File: src/rtl/program_loader_pkg.sv
// Shared types and constants for the program loader.
package program_loader_pkg;

    localparam int unsigned LEN_WIDTH         = 16;
    localparam int unsigned BYTES_PER_WORD    = 4;
    localparam int unsigned BYTE_WIDTH        = 8;
    localparam int unsigned WORD_WIDTH        = BYTES_PER_WORD * BYTE_WIDTH;
    localparam int unsigned CNT_WIDTH         = $clog2(BYTES_PER_WORD);
    localparam logic [31:0] ADDR_BASE_DEFAULT = 32'h0040_0000;

    typedef enum logic [2:0] {
        ST_IDLE,
        ST_LEN_HI,
        ST_LEN_LO,
        ST_DATA,
        ST_WRITE,
        ST_CHK,
        ST_DONE,
        ST_ERROR
    } state_t;

    // States in which the loader accepts stream bytes.
    function automatic logic takes_bytes(input state_t s);
        return (s == ST_LEN_HI) || (s == ST_LEN_LO) || (s == ST_DATA) || (s == ST_CHK);
    endfunction

endpackage

File: src/rtl/program_loader_byte_word_assembler.sv
// Shifts stream bytes MSB-first into a word; flags the byte that completes it.
module byte_word_assembler
    import program_loader_pkg::*;
(
    input  logic                  clk,
    input  logic                  reset,
    input  logic                  clear,
    input  logic                  byte_en,
    input  logic [BYTE_WIDTH-1:0] byte_in,
    output logic [WORD_WIDTH-1:0] word_c,
    output logic                  word_ready_c
);

    localparam int unsigned HOLD_WIDTH = WORD_WIDTH - BYTE_WIDTH;

    logic [HOLD_WIDTH-1:0] shift_q;
    logic [CNT_WIDTH-1:0]  count_q;

    // Word as it stands once the current byte is appended.
    assign word_c       = {shift_q, byte_in};
    assign word_ready_c = byte_en && (count_q == CNT_WIDTH'(BYTES_PER_WORD - 1));

    // Shift register and byte counter; the counter wraps after each full word.
    always_ff @(posedge clk) begin
        if (reset || clear) begin
            shift_q <= '0;
            count_q <= '0;
        end else if (byte_en) begin
            shift_q <= word_c[HOLD_WIDTH-1:0];
            count_q <= count_q + CNT_WIDTH'(1);
        end
    end

endmodule

File: src/rtl/program_loader.sv
// Boot loader: fills program RAM from a length-prefixed, big-endian byte stream.
// Optional trailing XOR checksum enabled by PROGRAM_LOADER_CHECKSUM_EN.
module program_loader
    import program_loader_pkg::*;
#(
    parameter int unsigned           MEMORY_DEPTH = 32,
    parameter int unsigned           DATA_WIDTH   = 32,
    parameter logic [DATA_WIDTH-1:0] ADDR_BASE    = DATA_WIDTH'(ADDR_BASE_DEFAULT)
) (
    input  logic                  clk,
    input  logic                  reset,
    input  logic                  start,
    input  logic [BYTE_WIDTH-1:0] ByteIn,
    input  logic                  ByteValid,
    output logic                  ByteReady,
    output logic                  MemWrite,
    output logic [DATA_WIDTH-1:0] Address,
    output logic [DATA_WIDTH-1:0] WriteData,
    output logic                  Busy,
    output logic                  Done,
    output logic                  Error,
    output logic [LEN_WIDTH-1:0]  WordCount
);

    state_t                state_q, state_d;
    logic                  ready_d, memwrite_d, busy_d, done_d, error_d;
    logic [DATA_WIDTH-1:0] address_d, wdata_d;
    logic [LEN_WIDTH-1:0]  wordcount_d, length_q, length_d, index_q, index_d;
    logic [LEN_WIDTH-1:0]  len_rx_c;
    logic                  byte_acc_c, asm_clear_c, asm_en_c, word_ready_c;
    logic [WORD_WIDTH-1:0] word_c;
`ifdef PROGRAM_LOADER_CHECKSUM_EN
    logic [BYTE_WIDTH-1:0] chk_q, chk_d;
`endif

    assign byte_acc_c = ByteValid && ByteReady;
    assign asm_en_c   = byte_acc_c && (state_q == ST_DATA);
    assign len_rx_c   = {length_q[LEN_WIDTH-1:BYTE_WIDTH], ByteIn};

    byte_word_assembler u_asm (
        .clk          (clk),
        .reset        (reset),
        .clear        (asm_clear_c),
        .byte_en      (asm_en_c),
        .byte_in      (ByteIn),
        .word_c       (word_c),
        .word_ready_c (word_ready_c)
    );

    // State register.
    always_ff @(posedge clk) begin
        if (reset) state_q <= ST_IDLE;
        else       state_q <= state_d;
    end

    // Next state and next values of all registered outputs.
    always_comb begin
        state_d     = state_q;
        memwrite_d  = 1'b0;
        address_d   = Address;
        wdata_d     = WriteData;
        busy_d      = Busy;
        done_d      = Done;
        error_d     = Error;
        wordcount_d = WordCount;
        length_d    = length_q;
        index_d     = index_q;
        asm_clear_c = 1'b0;
`ifdef PROGRAM_LOADER_CHECKSUM_EN
        chk_d       = byte_acc_c ? (chk_q ^ ByteIn) : chk_q;
`endif
        unique case (state_q)
            ST_IDLE, ST_DONE, ST_ERROR: begin
                if (start) begin
                    state_d     = ST_LEN_HI;
                    busy_d      = 1'b1;
                    done_d      = 1'b0;
                    error_d     = 1'b0;
                    wordcount_d = '0;
                    length_d    = '0;
                    index_d     = '0;
                    asm_clear_c = 1'b1;
`ifdef PROGRAM_LOADER_CHECKSUM_EN
                    chk_d       = '0;
`endif
                end
            end
            ST_LEN_HI: begin
                if (byte_acc_c) begin
                    length_d = {ByteIn, BYTE_WIDTH'(0)};
                    state_d  = ST_LEN_LO;
                end
            end
            ST_LEN_LO: begin
                if (byte_acc_c) begin
                    length_d = len_rx_c;
                    if (len_rx_c == '0) begin
`ifdef PROGRAM_LOADER_CHECKSUM_EN
                        state_d = ST_CHK;
`else
                        state_d = ST_DONE;
                        busy_d  = 1'b0;
                        done_d  = 1'b1;
`endif
                    end else if (len_rx_c > LEN_WIDTH'(MEMORY_DEPTH)) begin
                        state_d = ST_ERROR;
                        busy_d  = 1'b0;
                        error_d = 1'b1;
                    end else begin
                        state_d = ST_DATA;
                    end
                end
            end
            ST_DATA: begin
                if (word_ready_c) begin
                    state_d    = ST_WRITE;
                    memwrite_d = 1'b1;
                    address_d  = ADDR_BASE + DATA_WIDTH'({index_q, CNT_WIDTH'(0)});
                    wdata_d    = DATA_WIDTH'(word_c);
                end
            end
            ST_WRITE: begin
                index_d     = index_q + LEN_WIDTH'(1);
                wordcount_d = WordCount + LEN_WIDTH'(1);
                if ((index_q + LEN_WIDTH'(1)) == length_q) begin
`ifdef PROGRAM_LOADER_CHECKSUM_EN
                    state_d = ST_CHK;
`else
                    state_d = ST_DONE;
                    busy_d  = 1'b0;
                    done_d  = 1'b1;
`endif
                end else begin
                    state_d = ST_DATA;
                end
            end
            ST_CHK: begin
`ifdef PROGRAM_LOADER_CHECKSUM_EN
                if (byte_acc_c) begin
                    busy_d = 1'b0;
                    if ((chk_q ^ ByteIn) == '0) begin
                        state_d = ST_DONE;
                        done_d  = 1'b1;
                    end else begin
                        state_d = ST_ERROR;
                        error_d = 1'b1;
                    end
                end
`else
                state_d = ST_IDLE;
                busy_d  = 1'b0;
`endif
            end
            default: state_d = ST_IDLE;
        endcase
        ready_d = takes_bytes(state_d);
    end

    // Registered outputs and datapath state.
    always_ff @(posedge clk) begin
        if (reset) begin
            ByteReady <= 1'b0;
            MemWrite  <= 1'b0;
            Address   <= '0;
            WriteData <= '0;
            Busy      <= 1'b0;
            Done      <= 1'b0;
            Error     <= 1'b0;
            WordCount <= '0;
            length_q  <= '0;
            index_q   <= '0;
`ifdef PROGRAM_LOADER_CHECKSUM_EN
            chk_q     <= '0;
`endif
        end else begin
            ByteReady <= ready_d;
            MemWrite  <= memwrite_d;
            Address   <= address_d;
            WriteData <= wdata_d;
            Busy      <= busy_d;
            Done      <= done_d;
            Error     <= error_d;
            WordCount <= wordcount_d;
            length_q  <= length_d;
            index_q   <= index_d;
`ifdef PROGRAM_LOADER_CHECKSUM_EN
            chk_q     <= chk_d;
`endif
        end
    end

endmodule

File: config.mk
export PLATFORM = sky130hd
export DESIGN_NAME = program_loader
export DESIGN_NICKNAME = d
export VERILOG_FILES = /design/src/rtl/program_loader_pkg.sv /design/src/rtl/program_loader_byte_word_assembler.sv /design/src/rtl/program_loader.sv
export SDC_FILE = /design/constraint.sdc
export NUM_CORES = 1
export LEC_CHECK = 0
export ABC_CLOCK_PERIOD_IN_PS = 2350
export BUFFER_PORTS_ARGS = -buffer_cell sky130_fd_sc_hd__buf_2
export CORE_ASPECT_RATIO = 1.1
export CORE_MARGIN = 5
export CORE_UTILIZATION = 30
export DETAILED_ROUTE_END_ITERATION = 6
export GPL_TIMING_DRIVEN = 0
export PLACE_DENSITY = 0.55
export SLEW_MARGIN = 25
export SYNTH_ARGS = -nofsm -noshare
export SYNTH_HDL_FRONTEND = slang
export SYNTH_SLANG_ARGS = --single-unit
export TNS_END_PERCENT = 1
File: constraint.sdc
create_clock -name clk -period 2.35 [get_ports clk]
set_clock_uncertainty 0.1 [all_clocks]
set_input_delay 0.3525 -clock clk [delete_from_list [all_inputs] [get_ports clk]]
set_output_delay 0.3525 -clock clk [all_outputs]
set_load 0.02 [all_outputs]
==> results_dict.tcl, run 1 <==
set metrics [dict create \
    drt-pass1-iter-count 7 \
    slew_headroom_pct 56.5 \
    wire_per_inst_um 15.3 \
    timing.final.crit_share_pct 103 \
    start_util_pct 30.6 \
    yosysTopAreaCell "dfxtp_1" \
    routed-via-count 5579 \
    failed_checks "negative setup slack" \
    track_usage_pct 15.7 \
    netlist_area_mm2 0.00586 \
    crit_required_ns 2.57 \
    synth-edff-count 0 \
    syn_area_per_cell_um2 7.64 \
    finalPower_mw 5.30 \
    powerDensity_mw_per_mm2 710 \
    cts_buffers 17 \
    worst_slack_ns -0.0788 \
    crit_fanout 6 \
    grt-ovfl-total 0 \
    avgViaCountPerCell 4.86 \
    rows 53 \
    ant_nets 0 \
    vdd_drop_max_uv 431 \
    setup_tns_ns -0.223 \
    ys_ff_latch 131 \
    synthCells 767 \
    layout_commonest_cell "nand2_1" \
    drt_wl_total_mm 17.6 \
    io_pins 97 \
    worst_r2r_path_depth 9 \
    cap_violations 0 \
    hold_viol 0 \
    syn_to_final_growth_pct 27.4 \
    ys.flop_type "dfxtp_1" \
    ctsHtreeMaxLevel 4 \
    grt_max_degree 18 \
    fin_crit_ns 2.43 \
    core-area_mm2 0.0192 \
    drc 0 \
    dp_hpwl_mm 12.8 \
    crit_path_start_kind "flop" \
    grt_pass1_vias 5350 \
    fin_area_mm2 0.00746 \
    grt_first_pass_wirelength_mm 27.9 \
    mostFrequentLayoutCells "nand2_1 (194), dfxtp_1 (128), a21oi_1 (113)" \
    finalSetupViolations 4 \
    ctsLongestPathBuffers 2 \
    ys_top_cells_by_area "dfxtp_1 (45%), nand2_1 (12%), a21oi_1 (9.7%)" \
    tritoncts "built" \
    die_w_um 143 \
    diodes 0 \
    clk_pin_slew_worst_paths_ns 0.06 \
    min_path_cells 3 \
    place.gp.congestion 0.820 \
    yosysSeqAreaShare_pct 44.8 \
    nets 904 \
    insertion_delay_ns 0.43 \
    first_iter_violations 268 \
    placement.io_buffers 80 \
    async_flop_share_pct 0 \
    die_h_um 157 \
    dpl_cell_area_mm2 0.00666 \
    rsz0062_at_grt "true" \
    yosys.area.top_type_share_pct 44.8 \
    antenna_found_initial 0 \
    die_area_mm2 0.0224 \
    max_freq_mhz 412 \
    path_class "flop to flop" \
    p_leak_nw 2.81 \
    cp-end-kind "flop" \
    slew_viol_final 0 \
    tightest_slew_ns 0.653 \
    cts_num_sinks 131 \
    yosysWarningCount 0 \
    status "finished with violations" \
    clockRootBuffer "clkbuf_16" \
    holdCritPathClass "input port to flop" \
    synth.distinct_cells 56 \
    cp_data_arrival_time_ns 2.65 \
    hold_buffers 0 \
    drive_above_1_share_pct 20.2 \
]
[logic make-up after synthesis]
kind of cell	count (synthesis)	share of synthesized area (%)
and+or+nand+nor	356	27.9
AOI/OAI and AO/OA	175	16.6
DFF	131	44.8
buffers and inverters	76	6.24
xor gates and xnor gates	22	3.29
adders and majority gates	3	0.641
muxes	3	0.534
other	1	0.0640
[synth_stat cells, types with 5 or more instances]
cell,instances
a21oi_1,114
and2_1,7
and3_1,7
buf_2,10
buf_4,18
clkbuf_1,41
dfxtp_1,131
inv_1,5
nand2_1,195
nand2b_1,5
nand3_1,36
nand4_1,7
nor2_1,53
nor3_1,7
o21a_1,5
o21ai_0,28
xnor2_1,13
xor2_1,9
[area by class of cell]
| type | count | area [um2] |
|---|---|---|
| clock inverter | 14 | 166 |
| buffer | 70 | 375 |
| multi-input combinational | 574 | 3040 |
| timing repair buffer | 90 | 479 |
| fill | 1989 | 11700 |
| sequential | 131 | 2630 |
| clock buffer | 18 | 439 |
| inverter | 5 | 18.8 |
| tap | 247 | 309 |
[path summary, 6_finish.rpt]
| path | to | slack, ns | startpoint |
|---|---|---|---|
| worst max-delay path | ByteReady | -0.08 | index_q[1] |
| worst min-delay path | u_asm.shift_q[0] | 0.15 | ByteIn[0] |
| worst max register to register | ByteReady | -0.08 | index_q[1] |
| worst min register to register | Address[7] | 0.35 | Address[7] |
[repair_timing]
action                                  CTS  global route
hold endpoints to repair                  0             0
setup buffers                             7             3
gates resized for setup                  13            24
pin swaps                                 5             7
endpoints found under the setup margin   59            45
[critical path, stage by stage, from the launching register on]
cell and delay (ns):
dfxtp_4 0.36, buf_4 0.14, and4_4 0.28, nand3_4 0.10, or4_1 0.48, o211a_1 0.16, nor4_4 0.24, buf_4 0.18
a21oi_2 0.07, a32o_1 0.21
[registers in the layout (all words and copies together), names as in the netlist]
register and cells:
WriteData 32, u_asm.shift_q 24, Address 17, WordCount 16
index_q 16, length_q 16, state_q 3, u_asm.count_q 2
Busy 1, ByteReady 1, Done 1, Error 1
MemWrite 1
[routing by layer]
metal	global-route usage (%)	routed length [um]	vias up
met2	27.1	8660	140
met1	19.0	7660	2567
li1	-	-	2842
met5	0	0	-
met4	5.65	410	0
met3	3.85	851	30
[per-stage QoR]
| stage | setup slack [ns] | hold slack [ns] | std cells | utilization [%] |
|---|---|---|---|---|
| 6_report | -0.0788 | 0.145 | 1149 | 38.9 |
| 2_1_floorplan | -0.00154 | 0.332 | 781 | - |
| 4_1_cts | -0.0877 | 0.132 | 1146 | 38.5 |
| 3_3_place_gp | -0.424 | 0.341 | 1108 | 34.8 |
| 5_1_grt | -0.188 | 0.143 | 1149 | 38.9 |
| 3_5_place_dp | -0.429 | 0.345 | 1108 | 34.8 |
[report_power, final]
group	internal (mW)	total, mW	leakage (nW)	switching [mW]
clock network	1.62	2.73	0.294	1.10
registers	2.24	2.26	1.06	0.0198
logic	0.0948	0.319	1.45	0.224
total	3.95	5.30	2.81	1.35
Power figures use the tool's default switching activity.
==> run 2, diff against run 1 <==
--- a/config.mk
+++ b/config.mk
@@ -6,7 +6,7 @@
 export NUM_CORES = 1
 export LEC_CHECK = 0
 export ABC_CLOCK_PERIOD_IN_PS = 2350
-export BUFFER_PORTS_ARGS = -buffer_cell sky130_fd_sc_hd__buf_2
+export BUFFER_PORTS_ARGS = -buffer_cell sky130_fd_sc_hd__buf_4
 export CORE_ASPECT_RATIO = 1.1
 export CORE_MARGIN = 5
 export CORE_UTILIZATION = 30
==> run 2 against run 1 <==
Effect of this change: the run still ends with negative setup slack left; power is 1.5% lower; non-clock buffer count rose by 2; final cell count grew 0.17%; design area is 2.4% higher; clock-buffer cell count rose by 1; worst hold slack lost 0.022 ns; setup slack got worse by 0.022 ns; via count fell by 0.43%; sequential power about the same; clock power fell by 3%; routed wire length is 0.37% lower; die area unchanged; largest cell class unchanged.
==> results_dict.tcl, run 2 (synthesis gave the netlist of run 1 again) <==
set metrics [dict create \
    slew_headroom_pct 58.1 \
    core-area_mm2 0.0192 \
    crit_fanout 3 \
    layout_commonest_cell "nand2_1" \
    syn_to_final_growth_pct 30.4 \
    wire_per_inst_um 15.2 \
    status "finished with violations" \
    grt-ovfl-total 0 \
    cp-end-kind "flop" \
    hold_viol 0 \
    holdCritPathClass "input port to flop" \
    die_area_mm2 0.0224 \
    fill_cells 2001 \
    top_usage_layer "met2" \
    crit_path_start_kind "flop" \
    grt_util_met3_pct 4.13 \
    met1_usage_pct 18.8 \
    grt_pass1_vias 5258 \
    finalSetupViolations 4 \
    tightest_slew_ns 0.629 \
    avgViaCountPerCell 4.83 \
    drt_wl_total_mm 17.5 \
    timing.final.crit_share_pct 104 \
    placement.io_buffers 80 \
    nets 906 \
    diodes 0 \
    mostFrequentLayoutCells "nand2_1 (193), dfxtp_1 (128), a21oi_1 (113)" \
    io_pins 97 \
    powerDensity_mw_per_mm2 683 \
    die_h_um 157 \
    path_class "flop to flop" \
    failed_checks "negative setup slack" \
    crit_required_ns 2.57 \
    grt_first_pass_wirelength_mm 27.5 \
    start_util_pct 30.6 \
    first_iter_violations 442 \
    drive_above_1_share_pct 20.2 \
    ctsLongestPathBuffers 2 \
    rows 53 \
    cp_data_arrival_time_ns 2.67 \
    worst_slack_ns -0.101 \
    largest_reg_flops 32 \
    ant_nets 0 \
    routed-via-count 5555 \
    vdd_drop_max_uv 490 \
    cts_buffers 17 \
    cts_num_sinks 131 \
    antenna_found_initial 0 \
    finalHoldWorstSlack_ns 0.124 \
    fin_crit_ns 2.45 \
    tritoncts "built" \
    place.gp.congestion 0.817 \
    drc 0 \
    slew_viol_final 0 \
    hold_buffers 0 \
    top_register "WriteData" \
    rsz0062_at_grt "true" \
    clockRootBuffer "clkbuf_16" \
    die_w_um 143 \
    grt_max_degree 18 \
    grt_util_met2_pct 27.0 \
    clk_pin_slew_worst_paths_ns 0.06 \
    setup_tns_ns -0.233 \
    dp_hpwl_mm 12.8 \
    cap_violations 0 \
    max_freq_mhz 408 \
    reg_top3 "WriteData x32, u_asm.shift_q x24, Address x17" \
    drt-pass1-iter-count 4 \
    track_usage_pct 15.6 \
    p_leak_nw 2.82 \
    insertion_delay_ns 0.43 \
    ctsHtreeMaxLevel 4 \
]
run 2: cell count changes in the layout (fill, tap and decap cells not counted), moves of 2 or more:
cell and delta:
buf_2 -81, inv_8 -3, buf_4 +83, inv_6 +2, clkbuf_1 +2
run 2: timing repair:
action	CTS	global route
setup buffers	7	6
pin swaps	9	9
endpoints found under the setup margin	51	50
gates cloned	0	0
gates resized for setup	18	20
run 2: worst paths after layout:
kind / startpoint / slack (ns) / endpoint / depth (start not counted)
setup / recovery: index_q[0] / -0.10 / ByteReady / 9
hold / removal: ByteIn[3] / 0.12 / u_asm.shift_q[3] / 3
setup reg to reg: index_q[0] / -0.10 / ByteReady / 9
hold reg to reg: Address[5] / 0.35 / Address[5] / 2
run 2: routing by layer:
metal | wire (um) | part of all wire (%)
met1 | 7710 | 44
met4 | 286 | 1.6
met3 | 811 | 4.6
met5 | 0 | 0
met2 | 8710 | 50
run 2: cell type report:
class                   instances  area (um2)  area share [%]
flip-flops and latches        131        2630            34.4
clock buffers                  19         433            5.67
well taps                     247         309            4.05
inverters                       5        18.8           0.246
plain buffers                  69         372            4.86
repair buffers                 93         702            9.19
multi-input cells             574        3030            39.6
clock inverters                13         145            1.90
run 2: where the power goes:
part	leakage, nW	switching, mW	internal (mW)
combinational	1.48	0.224	0.103
sequential	1.06	0.0194	2.24
clock	0.284	1.06	1.58
total	2.82	1.30	3.92
run 2: critical path, stage by stage, from the launching register on:
cell       delay, ns
dfxtp_4         0.36
ha_4            0.15
buf_4           0.11
and3_1          0.22
nand3_1         0.12
a2111oi_1       0.46
o32ai_1         0.19
nor4_4          0.28
a21oi_2         0.12
a32o_1          0.23
run 2: stage by stage:
step	cell area [um2]	setup WS [ns]	cells	total power [mW]	util, %
2_1_floorplan	5950	-0.00154	781	2.51	-
3_3_place_gp	6860	-0.425	1108	2.62	35.8
3_5_place_dp	6860	-0.431	1108	2.63	35.8
4_1_cts	7550	-0.0785	1145	5.27	39.4
5_1_grt	7640	-0.217	1151	5.38	39.9
6_report	7640	-0.101	1151	5.22	39.9
